[src/rtl/spi_ram_burst_pkg.sv]
// spi_ram_pkg: shared command/state encodings and default parameter constants
// for the spi_ram_burst block and its storage sub-module.
package spi_ram_pkg;

  localparam int unsigned DEF_DATA_W    = 8;
  localparam int unsigned DEF_ADDR_W    = 8;
  localparam int unsigned DEF_MEM_DEPTH = 256;
  localparam int unsigned CMD_W         = 2;

  // Command tag carried in the top two bits of each SPI word.
  typedef enum logic [CMD_W-1:0] {
    WR_ADDR = 2'b00,
    WR_DATA = 2'b01,
    RD_ADDR = 2'b10,
    RD_DATA = 2'b11
  } cmd_e;

  // Single mode register: at most one of write/read address is armed.
  typedef enum logic [1:0] {
    IDLE  = 2'd0,
    WADDR = 2'd1,
    RADDR = 2'd2
  } state_e;

endpackage

[src/rtl/spi_ram_storage.sv]
// spi_ram_storage: MEM_DEPTH x DATA_W word store, synchronous write port and
// registered read port; contents and read register are not reset.
// Ports: clk; we/waddr/wdata write port; re/raddr read enable and address;
//        rdata registered read data (updates only when re is high).
module spi_ram_storage #(
  parameter int unsigned DATA_W    = spi_ram_pkg::DEF_DATA_W,
  parameter int unsigned MEM_DEPTH = spi_ram_pkg::DEF_MEM_DEPTH,
  localparam int unsigned AW       = (MEM_DEPTH > 1) ? $clog2(MEM_DEPTH) : 1
) (
  input  logic              clk,
  input  logic              we,
  input  logic [AW-1:0]     waddr,
  input  logic [DATA_W-1:0] wdata,
  input  logic              re,
  input  logic [AW-1:0]     raddr,
  output logic [DATA_W-1:0] rdata
);

  logic [DATA_W-1:0] mem_q [MEM_DEPTH];
  logic [DATA_W-1:0] rdata_q;

  // Write port.
  always_ff @(posedge clk) begin
    if (we) begin
      mem_q[waddr] <= wdata;
    end
  end

  // Read register holds its value between reads.
  always_ff @(posedge clk) begin
    if (re) begin
      rdata_q <= mem_q[raddr];
    end
  end

  assign rdata = rdata_q;

endmodule

[src/rtl/spi_ram_burst.sv]
// spi_ram_burst: decodes command-tagged SPI words, writes/reads a word RAM
// and returns read data for serialisation.
// Ports: clk, rst (sync, active high); rx_valid/din command input
//        (din[DATA_W+1:DATA_W] = command, din[DATA_W-1:0] = payload);
//        dout read data, tx_valid one-cycle new-data pulse, cmd_err one-cycle
//        pulse on an illegal command or out-of-range address.
// Option: define SPI_RAM_BURST_AUTO_INC_EN to auto-increment the write/read
//         address (wrapping at MEM_DEPTH-1) after each accepted data command.
module spi_ram_burst
  import spi_ram_pkg::*;
#(
  parameter int unsigned DATA_W    = DEF_DATA_W,
  parameter int unsigned ADDR_W    = DEF_ADDR_W,
  parameter int unsigned MEM_DEPTH = DEF_MEM_DEPTH
) (
  input  logic              clk,
  input  logic              rst,
  input  logic              rx_valid,
  input  logic [DATA_W+1:0] din,
  output logic [DATA_W-1:0] dout,
  output logic              tx_valid,
  output logic              cmd_err
);

  localparam int unsigned MEM_AW = (MEM_DEPTH > 1) ? $clog2(MEM_DEPTH) : 1;

  state_e            state_q, state_d;
  logic [ADDR_W-1:0] wr_addr_q, wr_addr_d;
  logic [ADDR_W-1:0] rd_addr_q, rd_addr_d;
  logic              tx_valid_q, tx_valid_d;
  logic              cmd_err_q, cmd_err_d;
  logic              dout_vld_q, dout_vld_d;
  logic              we_c, re_c;
  logic [DATA_W-1:0] rd_data;

  cmd_e              cmd_c;
  logic [ADDR_W-1:0] addr_c;
  logic              in_range_c;

  assign cmd_c      = cmd_e'(din[DATA_W+1:DATA_W]);
  assign addr_c     = din[ADDR_W-1:0];
  assign in_range_c = 32'(addr_c) < MEM_DEPTH;

`ifdef SPI_RAM_BURST_AUTO_INC_EN
  // Burst step wraps at the last real location, not at 2**ADDR_W.
  function automatic logic [ADDR_W-1:0] addr_inc(input logic [ADDR_W-1:0] a);
    return (a == ADDR_W'(MEM_DEPTH - 1)) ? '0 : a + ADDR_W'(1);
  endfunction
`endif

  // Command decode and next-state logic.
  always_comb begin
    state_d    = state_q;
    wr_addr_d  = wr_addr_q;
    rd_addr_d  = rd_addr_q;
    tx_valid_d = 1'b0;
    cmd_err_d  = 1'b0;
    dout_vld_d = dout_vld_q;
    we_c       = 1'b0;
    re_c       = 1'b0;
    if (rx_valid) begin
      unique case (cmd_c)
        WR_ADDR: begin
          if (in_range_c) begin
            wr_addr_d = addr_c;
            state_d   = WADDR;
          end else begin
            cmd_err_d = 1'b1;
          end
        end
        WR_DATA: begin
          if (state_q == WADDR) begin
            we_c = 1'b1;
`ifdef SPI_RAM_BURST_AUTO_INC_EN
            wr_addr_d = addr_inc(wr_addr_q);
`endif
          end else begin
            cmd_err_d = 1'b1;
          end
        end
        RD_ADDR: begin
          if (in_range_c) begin
            rd_addr_d = addr_c;
            state_d   = RADDR;
          end else begin
            cmd_err_d = 1'b1;
          end
        end
        RD_DATA: begin
          if (state_q == RADDR) begin
            re_c       = 1'b1;
            tx_valid_d = 1'b1;
            dout_vld_d = 1'b1;
`ifdef SPI_RAM_BURST_AUTO_INC_EN
            rd_addr_d = addr_inc(rd_addr_q);
`endif
          end else begin
            cmd_err_d = 1'b1;
          end
        end
      endcase
    end
    // Reset blocks any memory access at the same edge.
    if (rst) begin
      we_c = 1'b0;
      re_c = 1'b0;
    end
  end

  // State and output registers.
  always_ff @(posedge clk) begin
    if (rst) begin
      state_q    <= IDLE;
      wr_addr_q  <= '0;
      rd_addr_q  <= '0;
      tx_valid_q <= 1'b0;
      cmd_err_q  <= 1'b0;
      dout_vld_q <= 1'b0;
    end else begin
      state_q    <= state_d;
      wr_addr_q  <= wr_addr_d;
      rd_addr_q  <= rd_addr_d;
      tx_valid_q <= tx_valid_d;
      cmd_err_q  <= cmd_err_d;
      dout_vld_q <= dout_vld_d;
    end
  end

  spi_ram_storage #(
    .DATA_W    (DATA_W),
    .MEM_DEPTH (MEM_DEPTH)
  ) u_storage (
    .clk   (clk),
    .we    (we_c),
    .waddr (wr_addr_q[MEM_AW-1:0]),
    .wdata (din[DATA_W-1:0]),
    .re    (re_c),
    .raddr (rd_addr_q[MEM_AW-1:0]),
    .rdata (rd_data)
  );

  // The un-reset read register is masked to zero until the first read.
  assign dout     = dout_vld_q ? rd_data : '0;
  assign tx_valid = tx_valid_q;
  assign cmd_err  = cmd_err_q;

endmodule

[config.mk]
export PLATFORM = sky130hd
export DESIGN_NAME = spi_ram_burst
export DESIGN_NICKNAME = d
export VERILOG_FILES = /design/src/rtl/spi_ram_burst_pkg.sv /design/src/rtl/spi_ram_storage.sv /design/src/rtl/spi_ram_burst.sv
export SDC_FILE = /design/constraint.sdc
export NUM_CORES = 2
export LEC_CHECK = 0
export ABC_CLOCK_PERIOD_IN_PS = 3600
export BUFFER_PORTS_ARGS = -buffer_cell sky130_fd_sc_hd__buf_2
export CAP_MARGIN = 20
export CORE_ASPECT_RATIO = 0.8
export CORE_UTILIZATION = 45
export DETAILED_ROUTE_END_ITERATION = 8
export HOLD_SLACK_MARGIN = 0.08
export PLACE_DENSITY = 0.66
export SETUP_SLACK_MARGIN = 0.3
export SLEW_MARGIN = 25
export SYNTH_ARGS = -nofsm -noshare
export SYNTH_HDL_FRONTEND = slang
export SYNTH_SLANG_ARGS = --single-unit
export TNS_END_PERCENT = 50
[constraint.sdc]
create_clock -name clk -period 3.6 [get_ports clk]
set_input_delay 0.36 -clock clk [delete_from_list [all_inputs] [get_ports clk]]
set_output_delay 0.36 -clock clk [all_outputs]
set_load 0.1 [all_outputs]
## After elaboration in Yosys (flattened, before gate mapping)

Memory sizes are Yosys's and may differ from the RTL's. A register that Yosys moved wholly into a read port is not among the register bits.
Index checks and enable logic that the tools add are counted.

| word-level totals | value |
|---|---|
| register bits | 21 |
| RAM bits | 2,048 |
| input port bits | 13 |
| output and inout port bits | 10 |
| word-level logic and storage cells | 36 |
| memories | 1 |

| cells by class | value |
|---|---|
| equal/unequal tests | 5 |
| muxes and demuxes | 15 |
| bitwise logic cells | 1 |
| reductions and logical operators | 8 |

Memory list:

| memory | depth | bits a word | read ports | clocked after memory_dff | write ports | RTL line | text |
|---|---|---|---|---|---|---|---|
| u_storage.mem_q | 256 | 8 | 1 | 1 | 1 | spi_ram_storage.sv:19 | `logic [DATA_W-1:0] mem_q [MEM_DEPTH];` |

Operator list:

| kind | count |
|---|---|
| 1-bit 2-to-1 mux | 12 |
| 8-bit 2-to-1 mux | 1 |
| 2-bit equality test, second input constant | 3 |
| 2-bit AND reduction | 3 |
| 2-bit by 1-bit equality test with 1-bit output, second input constant | 2 |
| 2-bit one-hot mux with 2 select lines | 1 |
| 2-bit OR reduction | 2 |
| 1-bit one-hot mux with 3 select lines | 1 |
| 3-bit AND reduction | 1 |
| 2-bit logical NOT | 1 |
| 2-bit nonzero test | 1 |
| 1-bit inverter | 1 |

## Longest topological paths before layout

| logic depth | value |
|---|---|
| depth after elaboration | 7 |
| depth in mapped cells | 12 |

## By module

Synthesis repeated with hierarchy kept, for this count alone.

| unflattened totals | value |
|---|---|
| cells, all modules | 3,832 |
| area total of the unflattened synthesis | 80,449.7 um^2 |

Modules (own cells, without submodules):

| module | times used | cells an instance | area each (um^2) | seq. area each (um^2) |
|---|---|---|---|---|
| spi_ram_storage | 1 | 3,733 | 79,636.4 | 61,739.2 |
| spi_ram_burst | 1 | 99 | 813.3 | 420.4 |

## Worst setup path after synthesis

Ideal clock, no wire load.

| timing path | value |
|---|---|
| path kind | input to register |
| start point | input rst |
| end point | memory u_storage.mem_q[221][0] (netlist bit), enable pin |
| data arrival time | 1,949 ps |
| required time | 3,230 ps |
| path slack | 1,281 ps |
| stages on the path | 6 |
| path buffers | 1 |
| cells stage by stage | nand3b_1 nand2b_1 nor3b_1 nand3_1 clkbuf_1 nor2_1 |

| between the ends | value |
|---|---|
| cells in the longest elaborated chain, start to end | 3 |

Ends and longest elaborated chain:

| item | RTL line | text |
|---|---|---|
| start, declared | spi_ram_burst.sv:17 | `input logic rst,` |
| 1-bit 2-to-1 mux | spi_ram_burst.sv:104 | `if (rst) begin` |
| 1-bit 2-to-1 mux | spi_ram_storage.sv:24 | `if (we) begin` |
| 1-bit 2-to-1 mux (not written as such) | spi_ram_storage.sv:25 | `mem_q[waddr] <= wdata;` |
| end, declared | spi_ram_storage.sv:19 |  |

Every way passes these cells.

==> impl_results.md <==
* Outcome: completed
* Number of global-route vias before repair at between 40000 and 50000
* Syn nets at around 3900
* Dominant synthesized flop cell: edfxtp_1
* Crit share post-route at 92.1%
* Dpl ws at 0.101 ns
* Async S/R FF share, synth at 0%
* Post-DRT Antenna Nets at 0
* I/O Buffers at 22
* Final hold viol count at 0
* Via/cell ratio at 6.06
* R2R cell count at 8
* Worst hold path cell count at 1
* Share of layout cells above drive strength 1 at 23.8%
* Layout Utilization at 51.8%
* Core area at 0.178 sq mm
* Count of state elements after synthesis at 2077
* TritonCTS buffer count at around 190
* Final net count at around 4300
* Setup Buffers After CTS at 0
* Final setup fails at 0
* Post-synth EDFFs at 2056
* WL per Instance at 29.7 um
* Crit path launch type: flop
* Sequential area share after synthesis at 76.8%
* Detailed router's first-iteration violation count at 5567
* Final Slew Violations at 0
* Initial Utilization at 45.5%
* CP arrival at 3.86 ns
* MaxCap Viol Count at 0
* Clock slew seen by the registers of the worst setup and hold paths at around 0.06 ns
* Crit path required time at 4.15 ns
* Syn_area_per_cell at 20.7 sq um
* Detailed Place HPWL at 128000 um
* Die height at 381 um
* Total Die Area at 0.182 sq mm
* CTS tree: done
* GRT Resource Usage Total at ~22%
* Htree depth at 4
* Power Density at ~500 mW/mm^2
* Max Clk Rate at 0.302 GHz
* Clk_lat worst skew at 0.83 ns
* Vias at 41649
* Area growth syn-to-layout at 13.8%
* Die X-Extent at 476 um
* Clk_skew at between 0.03 and 0.04 ns
* Yosys warnings at 0
* Slew margin rel. at around 30%
* CP max FO at 21
* Final WL at 204000 um
* HP Class: in2reg
* Largest net degree at the start of global routing at 126
* Setup WS post-layout at 0.286 ns
* LEAKAGE at 28.2 nW
* Placed Instance Area at 0.0863 sq mm
* Num ports at 23
* Num rows at approximately 140
* Post-route minimum period at 3.31 ns
* Post-Syn Area at 0.0810 sq mm
* Kind of critical path: reg2reg
* Post-route cell area at approximately 0.092 sq mm
* Cells after DPL at 6516
* First-pass GRT wire length at 292000 um
* Cells after Synth at 3915
* Overflow after GRT at 0
* Count of cell types in the netlist at 63
* Root Buffer: clkbuf_16
* Remaining DRCs at 0
* RSZ-0062 raised after global routing: yes
* VDD IR-drop max at 0.000517 V
* Setup TNS at 0 ns
* Crit. End Element: flop
* CTS sink cnt at 2077
* Filler instances at 13792
* Antenna violations before repair at 2
* Worst Tran Pin Value at around 1.1 ns
* Maximum clock path buffer count at 3
* Non-Filler Instances at about 6900
* First-pass DRT Iterations at 5
* GP Congestion at 0.919
## repair_timing
action | 4_1_cts | 5_1_grt
endpoints found under the setup margin | 3 | 8
hold buffers | 6 | 0
endpoints found under the hold margin | 37 | 0
gates resized for setup | 1 | 10
cloned | 0 | 0
## report_power, final
part	total, mW	switching, mW	internal, mW
sequential	26.6	0.0202	26.6
clock	19.2	8.72	10.5
combinational	1.64	1.11	0.533
## Yosys cell counts (20+ instances only)
master / count / area, sq um
dfxtp_1: 21 / 420
nand2_1: 55 / 206
nand3_1: 37 / 185
nor4_1: 30 / 188
clkbuf_1: 93 / 349
buf_2: 52 / 260
a211oi_1: 29 / 218
a21oi_1: 111 / 556
nor3_1: 31 / 155
o221ai_1: 20 / 175
buf_4: 28 / 210
a22oi_1: 161 / 1210
o21ai_0: 25 / 125
mux4_1: 89 / 2340
edfxtp_1: 2056 / 61700
buf_12: 20 / 400
buf_6: 20 / 225
mux2i_1: 185 / 1850
mux4_2: 329 / 7410
nor2_1: 310 / 1160
o22ai_1: 56 / 350
## kinds of logic after synthesis
family / synth area share (%)
compound gates: 3.74
buf+inv: 2.07
flops: 76.8
mux: 14.4
simple gates: 3.02
## worst paths after layout
kind                                    from                 endpoint  slack, ns
worst max-delay path            rd_addr_q[0]       u_storage.rdata[0]       0.29
worst max register to register  rd_addr_q[0]       u_storage.rdata[0]       0.29
worst min register to register    state_q[1]               state_q[1]       0.50
worst min-delay path                  din[3]  u_storage.mem_q[241][3]       0.08
## layout make-up
type / count / area, sq um / area share [%]
Timing Repair Buffer: 457 / 3930 / 4.27
Antenna cell: 3 / 7.51 / 0.00814
Inverter: 5 / 18.8 / 0.0204
Sequential cell: 2077 / 62200 / 67.4
Clock buffer: 257 / 5100 / 5.53
Multi-Input combinational cell: 1603 / 17300 / 18.7
Tap cell: 2380 / 2980 / 3.23
Clock inverter: 90 / 716 / 0.776
## metrics by stage
step	hold WS [ns]	power, mW
after floorplan	0.450	27.9
after global placement	0.459	28.7
after detailed placement	0.491	28.7
after CTS	0.0838	47.7
after global routing	0.0893	48.6
final	0.0834	47.4
## cell usage in the layout, fill, tap and decap left out, types with 5 or more instances in the layout
master,n
nand4_1,5
clkbuf_1,61
buf_8,7
a21oi_1,110
nand3_1,33
mux4_1,89
clkinv_2,20
mux2_2,6
dlygate4sd3_1,6
or2_1,7
a22oi_1,161
o22ai_1,56
a211oi_1,25
a41oi_1,5
nor2b_1,11
clkbuf_16,193
o221ai_1,20
o21ai_1,9
nor3_1,29
mux4_2,329
nor2_1,307
and3_1,9
dfxtp_1,16
edfxtp_1,2056
buf_2,14
mux2i_1,185
or3_1,5
bufinv_16,8
nand2b_1,8
and2_1,10
nor4_1,28
buf_12,37
o2bb2ai_1,5
inv_6,5
clkinv_1,49
o21ai_0,25
nand2_1,54
a31oi_1,7
buf_4,392
## critical path: stages (launching register included)
cell	delay, ns
dfxtp_4	0.47
buf_12	0.22
buf_4	0.30
mux4_1	0.63
a22oi_1	0.27
a21oi_1	0.24
or2_1	0.30
a211oi_2	0.45
nor4_1	0.13
## flip-flops by register name (all words and copies together) (netlist names)
signal           flops
tx_valid             1
cmd_err              1
dout_vld_q           1
state_q              2
rd_addr_q            8
u_storage.mem_q   2048
wr_addr_q            8
u_storage.rdata      8
## per-layer routing
metal	vias to the layer above	routed length, um	GRT usage (%)
li1	17218	-	-
met1	21979	87100	33.3
met2	2143	90300	32.2
met3	309	21700	6.16
met4	0	5040	5.93
met5	-	0	0
Note: power is estimated with default switching activity, not from simulation.
